==> src/rtl/id_control_decode_if.sv <==
// ID-stage control bus: instruction/NOP-select in, registered EX control bundle out,
// plus the IF-stage next-fetch address selector signals.
interface id_control_decode_if;
   logic [31:0] instruction;
   logic        controlMux;
   logic [8:0]  nPC;
   logic [31:0] TA;
   logic        S;
   logic [31:0] Address;
   logic [3:0]  EX_ALU_OP;
   logic        EX_LOAD_INSTR;
   logic        EX_RF_ENABLE;
   logic        EX_HI_ENABLE;
   logic        EX_LO_ENABLE;
   logic        EX_PC_PLUS8_INSTR;
   logic        EX_UB_INSTR;
   logic        EX_JALR_JR_INSTR;
   logic [1:0]  EX_DESTINATION_REGISTER;
   logic [2:0]  EX_OP_H_S;
   logic        EX_MEM_ENABLE;
   logic        EX_MEM_READWRITE;
   logic [1:0]  EX_MEM_SIZE;
   logic        EX_MEM_SIGNE;

   modport master (
      output instruction, controlMux, nPC, TA, S,
      input  Address, EX_ALU_OP, EX_LOAD_INSTR, EX_RF_ENABLE, EX_HI_ENABLE, EX_LO_ENABLE,
             EX_PC_PLUS8_INSTR, EX_UB_INSTR, EX_JALR_JR_INSTR, EX_DESTINATION_REGISTER,
             EX_OP_H_S, EX_MEM_ENABLE, EX_MEM_READWRITE, EX_MEM_SIZE, EX_MEM_SIGNE
   );

   modport slave (
      input  instruction, controlMux, nPC, TA, S,
      output Address, EX_ALU_OP, EX_LOAD_INSTR, EX_RF_ENABLE, EX_HI_ENABLE, EX_LO_ENABLE,
             EX_PC_PLUS8_INSTR, EX_UB_INSTR, EX_JALR_JR_INSTR, EX_DESTINATION_REGISTER,
             EX_OP_H_S, EX_MEM_ENABLE, EX_MEM_READWRITE, EX_MEM_SIZE, EX_MEM_SIGNE
   );
endinterface

==> src/rtl/id_control_decode.sv <==
// MIPS ID-stage control decode: instruction -> control bundle, optional NOP
// substitution, registered toward EX; also the IF next-fetch address mux.
module id_control_decode (
   input logic                 Clk,
   input logic                 Reset,
   id_control_decode_if.slave  bus
);
   localparam int unsigned ADDR_W = 32;
   localparam int unsigned NPC_W  = 9;

   localparam logic [3:0] ALU_ADD = 4'h0, ALU_SUB = 4'h1, ALU_AND = 4'h2, ALU_OR   = 4'h3,
                          ALU_XOR = 4'h4, ALU_NOR = 4'h5, ALU_SLL = 4'h6, ALU_SRL  = 4'h7,
                          ALU_SRA = 4'h8, ALU_SLT = 4'h9, ALU_SLTU = 4'hA,
                          ALU_PASS_A = 4'hB, ALU_PASS_B = 4'hC;

   localparam logic [2:0] OPH_RT = 3'd0, OPH_SIMM = 3'd1, OPH_ZIMM = 3'd2,
                          OPH_LUI = 3'd3, OPH_SHAMT = 3'd4;

   localparam logic [1:0] DEST_RD = 2'b00, DEST_RT = 2'b01, DEST_R31 = 2'b10;
   localparam logic [1:0] SZ_BYTE = 2'b00, SZ_HALF = 2'b01, SZ_WORD = 2'b10;

   typedef struct packed {
      logic [3:0] alu_op;
      logic       load;
      logic       rf_en;
      logic       hi_en;
      logic       lo_en;
      logic       pc_plus8;
      logic       ub;
      logic       jalr_jr;
      logic [1:0] dest;
      logic [2:0] op_h_s;
      logic       mem_en;
      logic       mem_rw;
      logic [1:0] mem_size;
      logic       mem_signe;
   } ctrl_t;

   logic [5:0] op;
   logic [5:0] funct;
   logic [4:0] rt;
   ctrl_t      dec;
   ctrl_t      muxed;
   ctrl_t      ex_q;

   assign op    = bus.instruction[31:26];
   assign funct = bus.instruction[5:0];
   assign rt    = bus.instruction[20:16];

   assign bus.Address = bus.S ? bus.TA : {(ADDR_W - NPC_W)'(0), bus.nPC};

   // Opcode/funct decode; anything not recognised yields the all-zero bundle.
   always_comb begin
      dec = '0;
      case (op)
         6'h00: begin
            dec.rf_en = 1'b1;
            dec.dest  = DEST_RD;
            case (funct)
               6'h20, 6'h21: dec.alu_op = ALU_ADD;
               6'h22, 6'h23: dec.alu_op = ALU_SUB;
               6'h24: dec.alu_op = ALU_AND;
               6'h25: dec.alu_op = ALU_OR;
               6'h26: dec.alu_op = ALU_XOR;
               6'h27: dec.alu_op = ALU_NOR;
               6'h2A: dec.alu_op = ALU_SLT;
               6'h2B: dec.alu_op = ALU_SLTU;
               6'h00: begin dec.alu_op = ALU_SLL; dec.op_h_s = OPH_SHAMT; end
               6'h02: begin dec.alu_op = ALU_SRL; dec.op_h_s = OPH_SHAMT; end
               6'h03: begin dec.alu_op = ALU_SRA; dec.op_h_s = OPH_SHAMT; end
               6'h04: dec.alu_op = ALU_SLL;
               6'h06: dec.alu_op = ALU_SRL;
               6'h07: dec.alu_op = ALU_SRA;
               6'h08: begin dec.jalr_jr = 1'b1; dec.rf_en = 1'b0; end
               6'h09: begin dec.jalr_jr = 1'b1; dec.pc_plus8 = 1'b1; end
               6'h10, 6'h12: dec.alu_op = ALU_ADD;
               6'h11: begin dec.rf_en = 1'b0; dec.hi_en = 1'b1; dec.alu_op = ALU_PASS_A; end
               6'h13: begin dec.rf_en = 1'b0; dec.lo_en = 1'b1; dec.alu_op = ALU_PASS_A; end
               default: dec = '0;
            endcase
         end
         6'h08, 6'h09, 6'h0A, 6'h0B, 6'h0C, 6'h0D, 6'h0E, 6'h0F: begin
            dec.rf_en = 1'b1;
            dec.dest  = DEST_RT;
            case (op)
               6'h0A:   begin dec.alu_op = ALU_SLT;    dec.op_h_s = OPH_SIMM; end
               6'h0B:   begin dec.alu_op = ALU_SLTU;   dec.op_h_s = OPH_SIMM; end
               6'h0C:   begin dec.alu_op = ALU_AND;    dec.op_h_s = OPH_ZIMM; end
               6'h0D:   begin dec.alu_op = ALU_OR;     dec.op_h_s = OPH_ZIMM; end
               6'h0E:   begin dec.alu_op = ALU_XOR;    dec.op_h_s = OPH_ZIMM; end
               6'h0F:   begin dec.alu_op = ALU_PASS_B; dec.op_h_s = OPH_LUI;  end
               default: begin dec.alu_op = ALU_ADD;    dec.op_h_s = OPH_SIMM; end
            endcase
         end
         6'h20, 6'h21, 6'h23, 6'h24, 6'h25: begin
            dec.alu_op    = ALU_ADD;
            dec.op_h_s    = OPH_SIMM;
            dec.load      = 1'b1;
            dec.rf_en     = 1'b1;
            dec.dest      = DEST_RT;
            dec.mem_en    = 1'b1;
            dec.mem_size  = (op == 6'h23) ? SZ_WORD :
                            (op == 6'h21 || op == 6'h25) ? SZ_HALF : SZ_BYTE;
            dec.mem_signe = (op == 6'h20 || op == 6'h21);
         end
         6'h28, 6'h29, 6'h2B: begin
            dec.alu_op   = ALU_ADD;
            dec.op_h_s   = OPH_SIMM;
            dec.mem_en   = 1'b1;
            dec.mem_rw   = 1'b1;
            dec.mem_size = (op == 6'h2B) ? SZ_WORD : (op == 6'h29) ? SZ_HALF : SZ_BYTE;
         end
         6'h04, 6'h05, 6'h06, 6'h07: dec.alu_op = ALU_SUB;
         6'h01: begin
            // REGIMM: rt selects the branch flavour; bit 4 marks the linking forms
            if (rt == 5'b00000 || rt == 5'b00001) begin
               dec.alu_op = ALU_SUB;
            end else if (rt == 5'b10000 || rt == 5'b10001) begin
               dec.alu_op   = ALU_SUB;
               dec.rf_en    = 1'b1;
               dec.dest     = DEST_R31;
               dec.pc_plus8 = 1'b1;
            end
         end
         6'h02: dec.ub = 1'b1;
         6'h03: begin
            dec.ub       = 1'b1;
            dec.pc_plus8 = 1'b1;
            dec.rf_en    = 1'b1;
            dec.dest     = DEST_R31;
         end
         default: dec = '0;
      endcase
      // All-zero word is the canonical NOP, not an SLL
      if (bus.instruction == 32'h0) dec = '0;
   end

   assign muxed = bus.controlMux ? ctrl_t'(0) : dec;

   always_ff @(posedge Clk) begin
      if (Reset) ex_q <= '0;
      else       ex_q <= muxed;
   end

   assign bus.EX_ALU_OP               = ex_q.alu_op;
   assign bus.EX_LOAD_INSTR           = ex_q.load;
   assign bus.EX_RF_ENABLE            = ex_q.rf_en;
   assign bus.EX_HI_ENABLE            = ex_q.hi_en;
   assign bus.EX_LO_ENABLE            = ex_q.lo_en;
   assign bus.EX_PC_PLUS8_INSTR       = ex_q.pc_plus8;
   assign bus.EX_UB_INSTR             = ex_q.ub;
   assign bus.EX_JALR_JR_INSTR        = ex_q.jalr_jr;
   assign bus.EX_DESTINATION_REGISTER = ex_q.dest;
   assign bus.EX_OP_H_S               = ex_q.op_h_s;
   assign bus.EX_MEM_ENABLE           = ex_q.mem_en;
   assign bus.EX_MEM_READWRITE        = ex_q.mem_rw;
   assign bus.EX_MEM_SIZE             = ex_q.mem_size;
   assign bus.EX_MEM_SIGNE            = ex_q.mem_signe;
endmodule

==> src/flat_wrapper.sv <==
// flat-port wrapper written by rule: the top's interface ports become plain ports
module id_control_decode_flat 
  (Clk, Reset, bus_instruction, bus_controlMux, bus_nPC, bus_TA, bus_S, bus_Address, bus_EX_ALU_OP, bus_EX_LOAD_INSTR, bus_EX_RF_ENABLE, bus_EX_HI_ENABLE, bus_EX_LO_ENABLE, bus_EX_PC_PLUS8_INSTR, bus_EX_UB_INSTR, bus_EX_JALR_JR_INSTR, bus_EX_DESTINATION_REGISTER, bus_EX_OP_H_S, bus_EX_MEM_ENABLE, bus_EX_MEM_READWRITE, bus_EX_MEM_SIZE, bus_EX_MEM_SIGNE);
  id_control_decode_if bus_i ();
  input logic Clk;
  input logic Reset;
  input wire logic [$bits(bus_i.instruction)-1:0] bus_instruction;
  input wire logic [$bits(bus_i.controlMux)-1:0] bus_controlMux;
  input wire logic [$bits(bus_i.nPC)-1:0] bus_nPC;
  input wire logic [$bits(bus_i.TA)-1:0] bus_TA;
  input wire logic [$bits(bus_i.S)-1:0] bus_S;
  output wire logic [$bits(bus_i.Address)-1:0] bus_Address;
  output wire logic [$bits(bus_i.EX_ALU_OP)-1:0] bus_EX_ALU_OP;
  output wire logic [$bits(bus_i.EX_LOAD_INSTR)-1:0] bus_EX_LOAD_INSTR;
  output wire logic [$bits(bus_i.EX_RF_ENABLE)-1:0] bus_EX_RF_ENABLE;
  output wire logic [$bits(bus_i.EX_HI_ENABLE)-1:0] bus_EX_HI_ENABLE;
  output wire logic [$bits(bus_i.EX_LO_ENABLE)-1:0] bus_EX_LO_ENABLE;
  output wire logic [$bits(bus_i.EX_PC_PLUS8_INSTR)-1:0] bus_EX_PC_PLUS8_INSTR;
  output wire logic [$bits(bus_i.EX_UB_INSTR)-1:0] bus_EX_UB_INSTR;
  output wire logic [$bits(bus_i.EX_JALR_JR_INSTR)-1:0] bus_EX_JALR_JR_INSTR;
  output wire logic [$bits(bus_i.EX_DESTINATION_REGISTER)-1:0] bus_EX_DESTINATION_REGISTER;
  output wire logic [$bits(bus_i.EX_OP_H_S)-1:0] bus_EX_OP_H_S;
  output wire logic [$bits(bus_i.EX_MEM_ENABLE)-1:0] bus_EX_MEM_ENABLE;
  output wire logic [$bits(bus_i.EX_MEM_READWRITE)-1:0] bus_EX_MEM_READWRITE;
  output wire logic [$bits(bus_i.EX_MEM_SIZE)-1:0] bus_EX_MEM_SIZE;
  output wire logic [$bits(bus_i.EX_MEM_SIGNE)-1:0] bus_EX_MEM_SIGNE;
  assign bus_i.instruction = bus_instruction;
  assign bus_i.controlMux = bus_controlMux;
  assign bus_i.nPC = bus_nPC;
  assign bus_i.TA = bus_TA;
  assign bus_i.S = bus_S;
  assign bus_Address = bus_i.Address;
  assign bus_EX_ALU_OP = bus_i.EX_ALU_OP;
  assign bus_EX_LOAD_INSTR = bus_i.EX_LOAD_INSTR;
  assign bus_EX_RF_ENABLE = bus_i.EX_RF_ENABLE;
  assign bus_EX_HI_ENABLE = bus_i.EX_HI_ENABLE;
  assign bus_EX_LO_ENABLE = bus_i.EX_LO_ENABLE;
  assign bus_EX_PC_PLUS8_INSTR = bus_i.EX_PC_PLUS8_INSTR;
  assign bus_EX_UB_INSTR = bus_i.EX_UB_INSTR;
  assign bus_EX_JALR_JR_INSTR = bus_i.EX_JALR_JR_INSTR;
  assign bus_EX_DESTINATION_REGISTER = bus_i.EX_DESTINATION_REGISTER;
  assign bus_EX_OP_H_S = bus_i.EX_OP_H_S;
  assign bus_EX_MEM_ENABLE = bus_i.EX_MEM_ENABLE;
  assign bus_EX_MEM_READWRITE = bus_i.EX_MEM_READWRITE;
  assign bus_EX_MEM_SIZE = bus_i.EX_MEM_SIZE;
  assign bus_EX_MEM_SIGNE = bus_i.EX_MEM_SIGNE;
  id_control_decode u_core (.Clk(Clk), .Reset(Reset), .bus(bus_i));
endmodule
==> config.mk <==
export PLATFORM = sky130hd
export DESIGN_NAME = id_control_decode_flat
export DESIGN_NICKNAME = d
export VERILOG_FILES = /design/src/rtl/id_control_decode_if.sv /design/src/rtl/id_control_decode.sv /design/src/flat_wrapper.sv
export SDC_FILE = /design/constraint.sdc
export NUM_CORES = 1
export LEC_CHECK = 0
export BUFFER_PORTS_ARGS = -buffer_cell sky130_fd_sc_hd__buf_2
export CAP_MARGIN = 20
export CORE_ASPECT_RATIO = 1.2
export CORE_MARGIN = 8
export CORE_UTILIZATION = 40
export CTS_CLUSTER_DIAMETER = 150
export DETAILED_ROUTE_END_ITERATION = 6
export PLACE_DENSITY = 0.95
export SYNTH_ARGS = -nofsm -noshare
export SYNTH_HDL_FRONTEND = slang
export SYNTH_SLANG_ARGS = --single-unit
==> constraint.sdc <==
create_clock -name Clk -period 2.1 [get_ports Clk]
set_input_delay 0 -clock Clk [delete_from_list [all_inputs] [get_ports Clk]]
set_output_delay 0 -clock Clk [all_outputs]
set_load 0.05 [all_outputs]
# --- Word-level counts from Yosys, hierarchy flattened ---
# Cells that the tools add are included.
# Widths: inputs -> output; s select.
classes:
  muxes: 30
  reduce_logical: 28
  bitwise: 2
  n_eq_ne: 47
op_table:
  columns: ["cell", "count"]
  rows:
  - ["$eq 6x6->1 const B", 18]
  - ["$eq 6x4->1 const B", 10]
  - ["$pmux 4 s11", 1]
  - ["$eq 6x3->1 const B", 7]
  - ["$logic_not 32->1", 1]
  - ["$mux 32", 1]
  - ["$eq 6x2->1 const B", 4]
  - ["$eq 6x5->1 const B", 4]
  - ["$pmux 4 s6", 1]
  - ["$reduce_or 19->1", 1]
  - ["$pmux 4 s4", 1]
  - ["$reduce_or 8->1", 2]
  - ["$mux 1", 15]
  - ["$reduce_or 14->1", 1]
  - ["$reduce_or 2->1", 7]
  - ["$reduce_or 13->1", 1]
  - ["$logic_not 6->1", 2]
  - ["$reduce_or 3->1", 4]
  - ["$reduce_or 4->1", 3]
  - ["$eq 5x5->1 const B", 2]
  - ["$pmux 3 s3", 1]
  - ["$mux 2", 4]
  - ["$pmux 2 s2", 2]
  - ["$eq 6x1->1 const B", 1]
  - ["8 further kinds", 13]
word_totals:
  regBits: 21

# --- Logic depth before layout (Yosys ltp) ---
logic_depth:
  depth_word: 5
  mapped_depth: 6

# --- Least setup slack after synthesis ---
# No wires, ideal clock.
synth_timing:
  path_kind: "in2reg"
  startpoint: "input port bus_instruction[1]"
  endpoint: "register u_core.ex_q, in the netlist u_core.bus.EX_OP_H_S[0]"
  arrival_ns: 0.956
  stages: 6
  n_path_buf: 1
  slack_ns: 1.010
  setup_ns: 0.134
  path_cell_list: "buf_6 > nor4_1 > nand4_1 > nor3_2 > nand2b_2 > a2111oi_2"
synth_between:
  elab_chain_len: 2
synth_rtl:
  columns: ["element", "line_no", "rtl"]
  rows:
  - ["start: declaration", "flat_wrapper.sv:7", "input wire logic [$bits(bus_i.instruction)-1:0] bus_instruction;"]
  - ["$logic_not 32->1", "id_control_decode.sv:135", "if (bus.instruction == 32'h0) dec = '0;"]
  - ["$reduce_or 3->1 (no line)", null, null]
  - ["end signal: assignment", "id_control_decode.sv:142", "else ex_q <= muxed;"]
  - ["end: declaration", "id_control_decode.sv:44", "ctrl_t ex_q;"]
# No other way between the ends.
# A chain may end at the register's enable or synchronous reset.

# --- Worst setup path after layout ---
layout_timing:
  startpoint: "input port bus_instruction[0]"
  endpoint: "register u_core.ex_q, in the netlist u_core.bus.EX_OP_H_S[0]"
# The elaborated chain is that of the path after synthesis.

==> flow_summary.json <==
{
  "place_area_um2": 2011,
  "min_period_ns": 1.053,
  "via_per_inst": 5.259,
  "ios": 130,
  "yosysSeqAreaShare": 0.3019,
  "hold_buffers": 0,
  "synth_edf_count": 0,
  "crit_chain": "buf_2 > nor4_1 > nand4_1 > nor3_2 > nand2b_2 > a2111oi_2",
  "whs_path_depth": 2,
  "max_freq_ghz": 0.9497,
  "wl_met3_um": 699,
  "maxCapViolations": 0,
  "vias": 1725,
  "cp.required_ns": 2.23,
  "yosys_warnings": 0,
  "path_class": "in2reg",
  "numCtsBuffers": 3,
  "synth.most_common_cell": "and2_1",
  "yosysTopAreaCell": "dfxtp_1",
  "power_mw": 1.049,
  "cts-resized-gates": 0,
  "hpwlAfterDp_um": 4291,
  "post_cts_buffers": 0,
  "synth_area_um2": 1393,
  "tightest_slew_ns": 0.4265,
  "crit_arrival_ns": 1.19,
  "dp_slack_ns": 0.7758,
  "ant_nets": 0,
  "hold_start": "bus_instruction[3]",
  "async_reset_ff_frac": 0,
  "vdd_drop_max_uv": 545.0,
  "final_layout_size_suffix_gt1_frac": 0.5258,
  "first_pass_iters": 4,
  "grt_max_degree": 33,
  "initial_utilization": 0.4172,
  "critPathSlowestCell": "nor3_2",
  "core_um2": 3338,
  "worstPathMaxFanout": 11,
  "hold_slack_ns": 0.002761,
  "leakage_nw": 1.043,
  "hold_violations": 0,
  "num_rows": 23,
  "final_cell_area_um2": 2056,
  "grt_usage": 0.1656,
  "grt_pass1_vias": 1762,
  "cp-end-kind": "flip-flop",
  "n_antenna_cell": 0,
  "portBuffers": 129,
  "dp_cells": 324,
  "hp-class": "in2reg",
  "routed.top_layer": "met4",
  "postLayoutSetupSlackWorst_ns": 1.047,
  "wl_per_cell_um": 15.04,
  "pwr_density_cell_nw_per_um2": 510.5,
  "nets": 369,
  "wl_met1_um": 1621,
  "hold-path-endpoint": "u_core.bus.EX_OP_H_S[2]$_SDFF_PP0_",
  "start_kind": "input pin",
  "setup_viol": 0,
  "htree_levels": 1,
  "syn2layout_area_growth_pct": 47.62,
  "clock_sink_count": 21,
  "slew_viol_final": 0,
  "synth_top_cell_area_share": 0.3019,
  "status": "complete, no violations",
  "met2_length_um": 2516,
  "slew_headroom": 0.7157,
  "antenna_found_initial": 0,
  "cts_tree": "done",
  "drc": 0,
  "drtIter0Drc": 114,
  "setup-tns-final_ns": 0,
  "wl_um": 4932,
  "syn_nets": 247,
  "synth_cell_type_count": 45,
  "die_w_um": 69.86,
  "avgSynthCellArea_um2": 8.192,
  "ys.flop_type": "dfxtp_1",
  "clockRootBuffer": "clkbuf_8",
  "cpPeakStageDelay_ns": 0.29,
  "clk_pin_slew_ns": 0.07,
  "synthTopCellsByCount": "and2_1 (23), dfxtp_1 (21), nor2_1 (15)",
  "synth_cells": 170,
  "grt_overflow": 0,
  "synth_area_leaders": "dfxtp_1 (30%), and2_1 (10%), mux2_2 (7.3%)",
  "grt_first_pass_wirelength_um": 7679,
  "fin_util": 0.6158,
  "rsz0062_at_grt": "no",
  "finalCritPeriodShare": 0.5014,
  "fp.dieArea_um2": 5633,
  "final_cells": 328,
  "cts_max_path_buffers": 2,
  "die_y_um": 80.64,
  "ys_seq_elements": 21,
  "gp_congestion": 0.8336
}
==> layout by cell type (no fill, tap or decap), types with 2 or more instances in the layout <==
cell type,count
a211oi_1,2
a21oi_1,6
a31oi_1,2
and2_1,23
and3_1,2
buf_2,129
clkbuf_8,3
dfxtp_1,21
inv_1,5
mux2_2,9
nand2_1,11
nand2b_1,5
nand3_1,7
nand4_1,2
nor2_1,15
nor2b_1,2
nor3_1,6
nor3_2,3
nor4_1,5
nor4_2,2
o211ai_1,2
o21ai_0,4
o22ai_1,3
==> critical path: cells and delay by family <==
| family | cells | cell delay [ns] |
|---|---|---|
| AND/OR/NAND/NOR | 4 | 0.98 |
| buffers and inverters | 1 | 0.16 |
| AO/OA/AOI/OAI | 1 | 0.05 |
==> layout make-up <==
type	count	area (um2)
inverters	5	18.77
flip-flops and latches	21	420.4
fillers	288	1282
clock buffers	4	45.04
repair buffers	129	645.6
well taps	37	46.29
multi-input cells	132	879.6
==> registers in the layout, summed over array words and instances, names as in the netlist, 2 cells and up <==
register / count
u_core.bus.EX_ALU_OP: 4
u_core.bus.EX_DESTINATION_REGISTER: 2
u_core.bus.EX_OP_H_S: 3
u_core.bus.EX_MEM_SIZE: 2
==> worst max path at each step <==
| stage | from | endpoint | slack, ns | cells after the start |
|---|---|---|---|---|
| floorplan | bus_instruction[1] | u_core.bus.EX_OP_H_S[0]$_SDFF_PP0_ | 1.01 | 6 |
| global placement | bus_instruction[6] | u_core.bus.EX_OP_H_S[0]$_SDFF_PP0_ | 0.84 | 6 |
| detailed placement | bus_instruction[0] | u_core.bus.EX_OP_H_S[0]$_SDFF_PP0_ | 0.78 | 6 |
| CTS | bus_instruction[6] | u_core.bus.EX_OP_H_S[0]$_SDFF_PP0_ | 1.06 | 6 |
| global route | bus_instruction[0] | u_core.bus.EX_OP_H_S[0]$_SDFF_PP0_ | 0.89 | 6 |
| finish | bus_instruction[0] | u_core.bus.EX_OP_H_S[0]$_SDFF_PP0_ | 1.05 | 6 |
==> cell families (layout without fill, tap and decap cells) <==
logic type	Yosys count	in the layout	synth area share
multiplexers	10	10	0.07997
buffers and inverters	17	138	0.06648
flip-flops	21	21	0.3019
AO/OA/AOI/OAI	32	32	0.1716
AND/OR/NAND/NOR	90	90	0.3801
==> metal layers <==
layer / up-vias / GRT usage
met5: - / 0
met4: 0 / 0.07243
met3: 9 / 0.09483
met2: 105 / 0.3129
met1: 764 / 0.1376
li1: 847 / -
==> report_power, final <==
group | switching (mW) | internal (mW)
combinational | 0.263 | 0.127
clock | 0.122 | 0.135
sequential | 0.000722 | 0.402
total | 0.385 | 0.664
(Power assumes the default switching activity.)
